==> src/rtl/scanner_pkg.sv <==
// Shared definitions for the scanner pair and its transfer receiver:
// comm codes, scanner and receiver state encodings, default word width.
package scanner_pkg;

    localparam int unsigned DATA_W_DEFAULT = 8;

    typedef enum logic [1:0] {
        INACTIVE      = 2'b00,
        GO_TO_STANDBY = 2'b01,
        START_SCAN    = 2'b10,
        START_FLUSH   = 2'b11
    } comm_t;

    // READY_TO_TRANSFER is signalled on the GO_TO_STANDBY code
    localparam comm_t READY_TO_TRANSFER = GO_TO_STANDBY;

    typedef enum logic [2:0] {
        SCAN_IDLE     = 3'b000,
        SCAN_STANDBY  = 3'b001,
        SCAN_SCANNING = 3'b010,
        SCAN_FLUSHING = 3'b011,
        SCAN_READY    = 3'b100
    } scan_state_t;

    typedef enum logic [2:0] {
        RX_IDLE    = 3'b000,
        RX_GRANT   = 3'b001,
        RX_RECEIVE = 3'b010,
        RX_DONE    = 3'b011,
        RX_ERROR   = 3'b100
    } rx_state_t;

endpackage

==> src/rtl/rx_commit_fifo.sv <==
// FIFO with a speculative (working) write pointer that is either committed
// to the reader or rolled back; show-ahead read of committed data only.
module rx_commit_fifo #(
    parameter int unsigned DATA_W = 8,
    parameter int unsigned DEPTH  = 16
) (
    input  logic                         clk,
    input  logic                         reset,
    input  logic                         wr_en,
    input  logic [DATA_W-1:0]            wr_data,
    input  logic                         commit,
    input  logic                         rollback,
    input  logic                         rd_en,
    output logic                         wr_full,
    output logic                         rd_valid,
    output logic [DATA_W-1:0]            rd_data,
    output logic [$clog2(DEPTH+1)-1:0]   count
);

    localparam int unsigned AW = $clog2(DEPTH);
    localparam int unsigned CW = $clog2(DEPTH+1);
    localparam logic [AW:0] FULL_LEVEL = DEPTH[AW:0];

    logic [DATA_W-1:0] mem [DEPTH];
    logic [AW:0]       wr_ptr;
    logic [AW:0]       commit_ptr;
    logic [AW:0]       rd_ptr;
    logic [AW:0]       used;
    logic [AW:0]       working_used;
    logic              pop;

    assign used         = commit_ptr - rd_ptr;
    assign working_used = wr_ptr - rd_ptr;
    assign count        = CW'(used);
    assign wr_full      = (working_used == FULL_LEVEL);
    assign rd_valid     = (used != '0);
    assign rd_data      = rd_valid ? mem[rd_ptr[AW-1:0]] : '0;
    assign pop          = rd_en && rd_valid;

    always_ff @(posedge clk) begin
        if (reset) begin
            wr_ptr     <= '0;
            commit_ptr <= '0;
            rd_ptr     <= '0;
        end else begin
            if (rollback)
                wr_ptr <= commit_ptr;
            else if (wr_en)
                wr_ptr <= wr_ptr + 1'b1;
            if (commit)
                commit_ptr <= wr_ptr;
            if (pop)
                rd_ptr <= rd_ptr + 1'b1;
        end
    end

    always_ff @(posedge clk) begin
        if (wr_en && !rollback)
            mem[wr_ptr[AW-1:0]] <= wr_data;
    end

endmodule

==> src/rtl/scan_transfer_receiver.sv <==
// Receiving end of the scanner transfer protocol: grant, stream in, commit or
// roll back. Optional macro RX_CHECKSUM_EN adds a running-XOR check on tx_last.
module scan_transfer_receiver
    import scanner_pkg::*;
#(
    parameter int unsigned DATA_W  = DATA_W_DEFAULT,
    parameter int unsigned DEPTH   = 16,
    parameter int unsigned TIMEOUT = 255
) (
    input  logic                        clk,
    input  logic                        reset,
    input  logic [1:0]                  scan_comm,
    input  logic [3:0]                  scan_count,
    output logic                        start_transfer,
    input  logic                        tx_valid,
    input  logic [DATA_W-1:0]           tx_data,
    input  logic                        tx_last,
    input  logic [DATA_W-1:0]           tx_chk,
    output logic                        tx_ready,
    input  logic                        rd_en,
    output logic                        rd_valid,
    output logic [DATA_W-1:0]           rd_data,
    output logic [$clog2(DEPTH+1)-1:0]  fill_count,
    output logic [2:0]                  state_code,
    output logic                        xfer_error
);

    localparam int unsigned TW = $clog2(TIMEOUT+1);

    rx_state_t   state, state_next;
    logic [3:0]  expected, expected_next;
    logic [TW-1:0] timer, timer_next;
    logic        wr_en, commit, rollback, wr_full, chk_ok, space_ok;
    logic [31:0] space;

    assign space      = DEPTH - 32'(fill_count);
    assign space_ok   = (space >= 32'(scan_count));
    assign state_code = state;

`ifdef RX_CHECKSUM_EN
    logic [DATA_W-1:0] chk_acc;

    always_ff @(posedge clk) begin
        if (reset || state == RX_GRANT)
            chk_acc <= '0;
        else if (wr_en)
            chk_acc <= chk_acc ^ tx_data;
    end

    assign chk_ok = ((chk_acc ^ tx_data) == tx_chk);
`else
    logic unused_chk;
    assign unused_chk = ^tx_chk;
    assign chk_ok     = 1'b1;
`endif

    always_ff @(posedge clk) begin
        if (reset) begin
            state      <= RX_IDLE;
            expected   <= '0;
            timer      <= '0;
            xfer_error <= 1'b0;
        end else begin
            state    <= state_next;
            expected <= expected_next;
            timer    <= timer_next;
            if (state == RX_ERROR)
                xfer_error <= 1'b1;
        end
    end

    always_comb begin
        state_next     = state;
        expected_next  = expected;
        timer_next     = timer;
        start_transfer = 1'b0;
        tx_ready       = 1'b0;
        wr_en          = 1'b0;
        commit         = 1'b0;
        rollback       = 1'b0;
        case (state)
            RX_IDLE: begin
                if (scan_comm == READY_TO_TRANSFER && scan_count != '0 && space_ok)
                    state_next = RX_GRANT;
            end
            RX_GRANT: begin
                start_transfer = 1'b1;
                expected_next  = scan_count;
                timer_next     = '0;
                state_next     = RX_RECEIVE;
            end
            RX_RECEIVE: begin
                tx_ready = !wr_full;
                // flush wins over a word offered in the same cycle
                if (scan_comm == START_FLUSH) begin
                    rollback   = 1'b1;
                    state_next = RX_IDLE;
                end else if (tx_valid && !wr_full) begin
                    wr_en         = 1'b1;
                    expected_next = expected - 1'b1;
                    timer_next    = '0;
                    if (tx_last)
                        state_next = (expected == 4'd1 && chk_ok) ? RX_DONE : RX_ERROR;
                    else if (expected == 4'd1)
                        state_next = RX_ERROR;
                end else begin
                    timer_next = timer + 1'b1;
                    if (timer == TW'(TIMEOUT - 1))
                        state_next = RX_ERROR;
                end
            end
            RX_DONE: begin
                commit     = 1'b1;
                state_next = RX_IDLE;
            end
            RX_ERROR: begin
                rollback   = 1'b1;
                state_next = RX_IDLE;
            end
            default: state_next = RX_IDLE;
        endcase
    end

    rx_commit_fifo #(
        .DATA_W (DATA_W),
        .DEPTH  (DEPTH)
    ) u_fifo (
        .clk      (clk),
        .reset    (reset),
        .wr_en    (wr_en),
        .wr_data  (tx_data),
        .commit   (commit),
        .rollback (rollback),
        .rd_en    (rd_en),
        .wr_full  (wr_full),
        .rd_valid (rd_valid),
        .rd_data  (rd_data),
        .count    (fill_count)
    );

endmodule

==> config.mk <==
export PLATFORM = sky130hd
export DESIGN_NAME = scan_transfer_receiver
export DESIGN_NICKNAME = d
export VERILOG_FILES = /design/src/rtl/scanner_pkg.sv /design/src/rtl/rx_commit_fifo.sv /design/src/rtl/scan_transfer_receiver.sv
export SDC_FILE = /design/constraint.sdc
export NUM_CORES = 1
export LEC_CHECK = 0
export CORE_UTILIZATION = 55
export CTS_BUF_LIST = sky130_fd_sc_hd__clkbuf_4
export DETAILED_ROUTE_END_ITERATION = 8
export PLACE_DENSITY = 0.75
export SLEW_MARGIN = 10
export SYNTH_ARGS = -nofsm -noshare
export SYNTH_HDL_FRONTEND = slang
export SYNTH_SLANG_ARGS = --single-unit
export TNS_END_PERCENT = 1
==> constraint.sdc <==
create_clock -name clk -period 3.57 [get_ports clk]
set_clock_uncertainty 0.15 [all_clocks]
set_input_delay 1.071 -clock clk [delete_from_list [all_inputs] [get_ports clk]]
set_output_delay 1.071 -clock clk [all_outputs]
set_load 0.02 [all_outputs]
==> metrics.md <==
| Metric | Value |
|---|---|
| Status | `finished, violations left` |
| Failing checks | `setup timing` |
| Clock root buffer | `clkbuf_4` |
| Initial antenna violation count | `1` |
| DRC | `0` |
| Asr flop ratio synth | `0%` |
| Fin area | `0.00850 mm²` |
| Starting density of the core | `56.8%` |
| NetSw | `1620 µW` |
| Fmax achieved | `~260 MHz` |
| Cell Pwr Density | `slightly above 600 mW/mm²` |
| Vias in the first global route | `4254` |
| DR WL/cell | `20.5 µm` |
| Slew Viols, Final | `0` |
| Die footprint | `approximately 0.014 mm²` |
| Hold-fix buffers, CTS | `0` |
| Tcrit/Tclk final | `107%` |
| Minimum clock period | `3.81 ns` |
| Post-detailed-placement half-perimeter wirelength | `9940 µm` |
| Port Buffers | `38` |
| Post-Syn Area per Cell | `between 15 and 20 µm²` |
| # placed instances | `702` |
| Worst Hold Launch | `timer[7]` |
| Non-Filler Instances | `741` |
| Fin Setup TNS | `-1.62 ns` |
| Static leakage | `0.00290 µW` |
| Int Power | `roughly 3500 µW` |
| Worst VDD drop | `approximately 0.35 mV` |
| Worst Hold Class | `reg -> reg` |
| 1st-pass router iterations | `5` |
| Total Routed Length | `15200 µm` |
| Sequential fraction of the synthesis area | `62.9%` |
| Final setup fails | `9` |
| Worst path arrival time | `2.59 ns` |
| Startpoint types | `flip-flop` |
| Ratio of cells with drive above 1 in the final layout | `29.9%` |
| GRT overflow | `0` |
| I/O pin count | `47` |
| Post-Syn Nets | `527` |
| Syn Std Cell Area | `0.00722 mm²` |
| Final hold vios | `0` |
| Post-route setup slack | `-0.244 ns` |
| Iteration-0 DRC Markers | `330` |
| Post-synth EDFFs | `128` |
| Worst Tran Pin Value | `0.648 ns` |
| CP Capture Type | `output pin` |
| Final nets | `606` |
| Reg2reg setup slack | `0.62 ns` |
| Area of the core | `around 0.013 mm²` |
| H-tree depth | `4` |
| First-pass GRT wire length | `22900 µm` |
| Kind of critical path | `reg -> out` |
| Max-slew headroom | `56.7%` |
| Vias per cell | `about 5.9` |
| Area post-placement | `0.00802 mm²` |
| Switch share | `31.5%` |
| Sequential share of power | `between 40% and 50%` |
| Comb power frac | `38.8%` |
| Via Count | `4340` |
| Synthesized flop and latch total | `163` |
| R2R cell count | `9` |
| Distinct cells, synth | `54` |
| WHS | `roughly 0.33 ns` |
| Largest net degree at the start of global routing | `33` |
| Die height | `117 µm` |
| Antenna-violating nets left | `0` |
| Post-synthesis cell count | `between 400 and 500` |
| WP data required | `about 2.4 ns` |
| CTS tree | `yes` |
| CTS buffer count | `17` |
| Synth warn | `0` |
| Clock buffer depth | `2` |
| Worst skew pair latency | `0.55 ns` |
| Clk network pwr share | `19.5%` |
| Worst-path fanout max | `4` |
| Routability cong. | `roughly 0.8` |
| Critical R2R Capture | `u_fifo.mem[8][2]` |
| Hold Path Sink | `timer[7]` |
| Area Growth Syn to Fin | `17.7%` |
| CTS Sinks | `approximately 160` |
| Num rows | `41` |
| Reg clk slew, reported paths | `0.12 ns` |
| RSZ-0062 raised after global routing | `yes` |
| Max Cap Viol | `0` |
| Predominant post-synthesis flop cell | `edfxtp_1` |
| Die X | `~120 µm` |
| All-Layer GR Usage | `23.7%` |
| Post-layout util | `66.8%` |
| Hold path cells | `1` |
| Worst r2r src | `u_fifo.rd_ptr[1]` |
[synth_stat cells, types with 8 or more instances]
| cell type | instances | share of area, % |
|---|---|---|
| nor2b_1 | 9 | 0.78 |
| nand2_1 | 21 | 1.1 |
| and2_1 | 11 | 0.95 |
| nor2_1 | 25 | 1.3 |
| clkbuf_1 | 8 | 0.42 |
| inv_1 | 23 | 1.2 |
| a21oi_1 | 22 | 1.5 |
| ha_1 | 23 | 4.0 |
| mux4_2 | 40 | 12 |
| dfxtp_1 | 35 | 9.7 |
| and3_1 | 14 | 1.2 |
| nand3_1 | 15 | 1.0 |
| edfxtp_1 | 128 | 53 |
| a31oi_1 | 8 | 0.69 |
[critical path: stages, from the launching register on]
cell and delay, ns:
dfxtp_2 0.35, inv_2 0.04, ha_4 0.15, fa_2 0.57, ha_4 0.16, nand2_4 0.05, nor2_4 0.12, ha_4 0.19
clkinvlp_4 0.12, and2_4 0.17, buf_6 0.12
[power by group through the flow]
stage | sequential, µW | combinational, µW | clock [µW]
floorplan | 2160 | 1060 | 0
global placement | 2160 | 1670 | 0
detailed placement | 2170 | 1700 | 0
CTS | 2130 | 1790 | 1010
global route | 2140 | 2140 | 1100
finish | 2140 | 1990 | 1000
[how the worst max path moves through the flow]
stage	startpoint	depth (start not counted)	slack [ns]	to
detailed placement	u_fifo.commit_ptr[0]	12	-0.33	rd_data[3]
CTS	u_fifo.commit_ptr[0]	10	-0.39	rd_data[6]
global route	u_fifo.commit_ptr[0]	10	-0.34	rd_data[2]
global placement	u_fifo.commit_ptr[0]	12	-0.23	rd_data[1]
floorplan	u_fifo.rd_ptr[0]	10	0.08	rd_data[0]
finish	u_fifo.commit_ptr[0]	10	-0.24	rd_data[2]
[flip-flops by register name, summed over array words and instances, names as in the netlist, named ones only]
name	cells
u_fifo.mem	128
u_fifo.rd_ptr	5
expected	4
xfer_error	1
state_code	3
timer	8
u_fifo.wr_ptr	5
u_fifo.commit_ptr	5
[kinds of logic (layout without fill, tap and decap cells)]
logic type               Yosys count  after routing  share of synthesized area (%)
multiplexers                      48             48                           13.8
buffers and inverters             42            134                           2.48
flip-flops                       163            163                           62.9
AND/OR/NAND/NOR                  128            128                           9.48
adder cells (fa/ha/maj)           24             24                           4.26
other                              0              1                              0
XOR/XNOR                          14             14                           1.70
AO/OA/AOI/OAI                     57             57                           5.39
[cells in the final DEF, fill, tap and decap left out, types with 6 or more instances in the layout]
cell type,count
buf_4,35
and2_4,7
a31oi_1,8
clkbuf_4,23
xor2_1,6
nor2_1,23
ha_1,18
buf_6,12
nand2_1,19
inv_1,20
clkdlybuf4s50_1,24
nor2b_1,9
nand4_1,6
nand3_1,15
dfxtp_2,6
xnor2_1,6
mux4_2,40
and3_1,14
edfxtp_1,128
dfxtp_1,28
a21oi_1,19
[cell type report]
type | count | area [µm²]
fillers | 915 | 4220
multi-input cells | 271 | 2650
clock buffers | 23 | 173
inverters | 23 | 88.8
diodes | 1 | 2.50
well taps | 172 | 215
repair buffers | 78 | 727
clock inverters | 9 | 83.8
flip-flops and latches | 163 | 4560
repair inverters | 1 | 7.51
[per-layer routing]
metal / GRT usage (%) / part of all wire [%]
met5: 0 / 0
met1: 33.8 / 45
met4: 9.03 / 1.7
met3: 4.67 / 5.3
met2: 36.4 / 48
[metrics by stage]
step                      total power (µW)  worst slack, ns
after floorplan                       3210           0.0767
after global placement                3840           -0.230
after detailed placement              3860           -0.326
after CTS                             4930           -0.390
after global routing                  5380           -0.339
final                                 5130           -0.244
[repair_timing]
action                                  4_1_cts  5_1_grt
pin swaps                                     5       11
gates cloned                                  1        1
buffers inserted                              1        3
endpoints found under the setup margin       14       14
resized for setup                            76       35
Note: power is estimated with default switching activity, not from simulation.
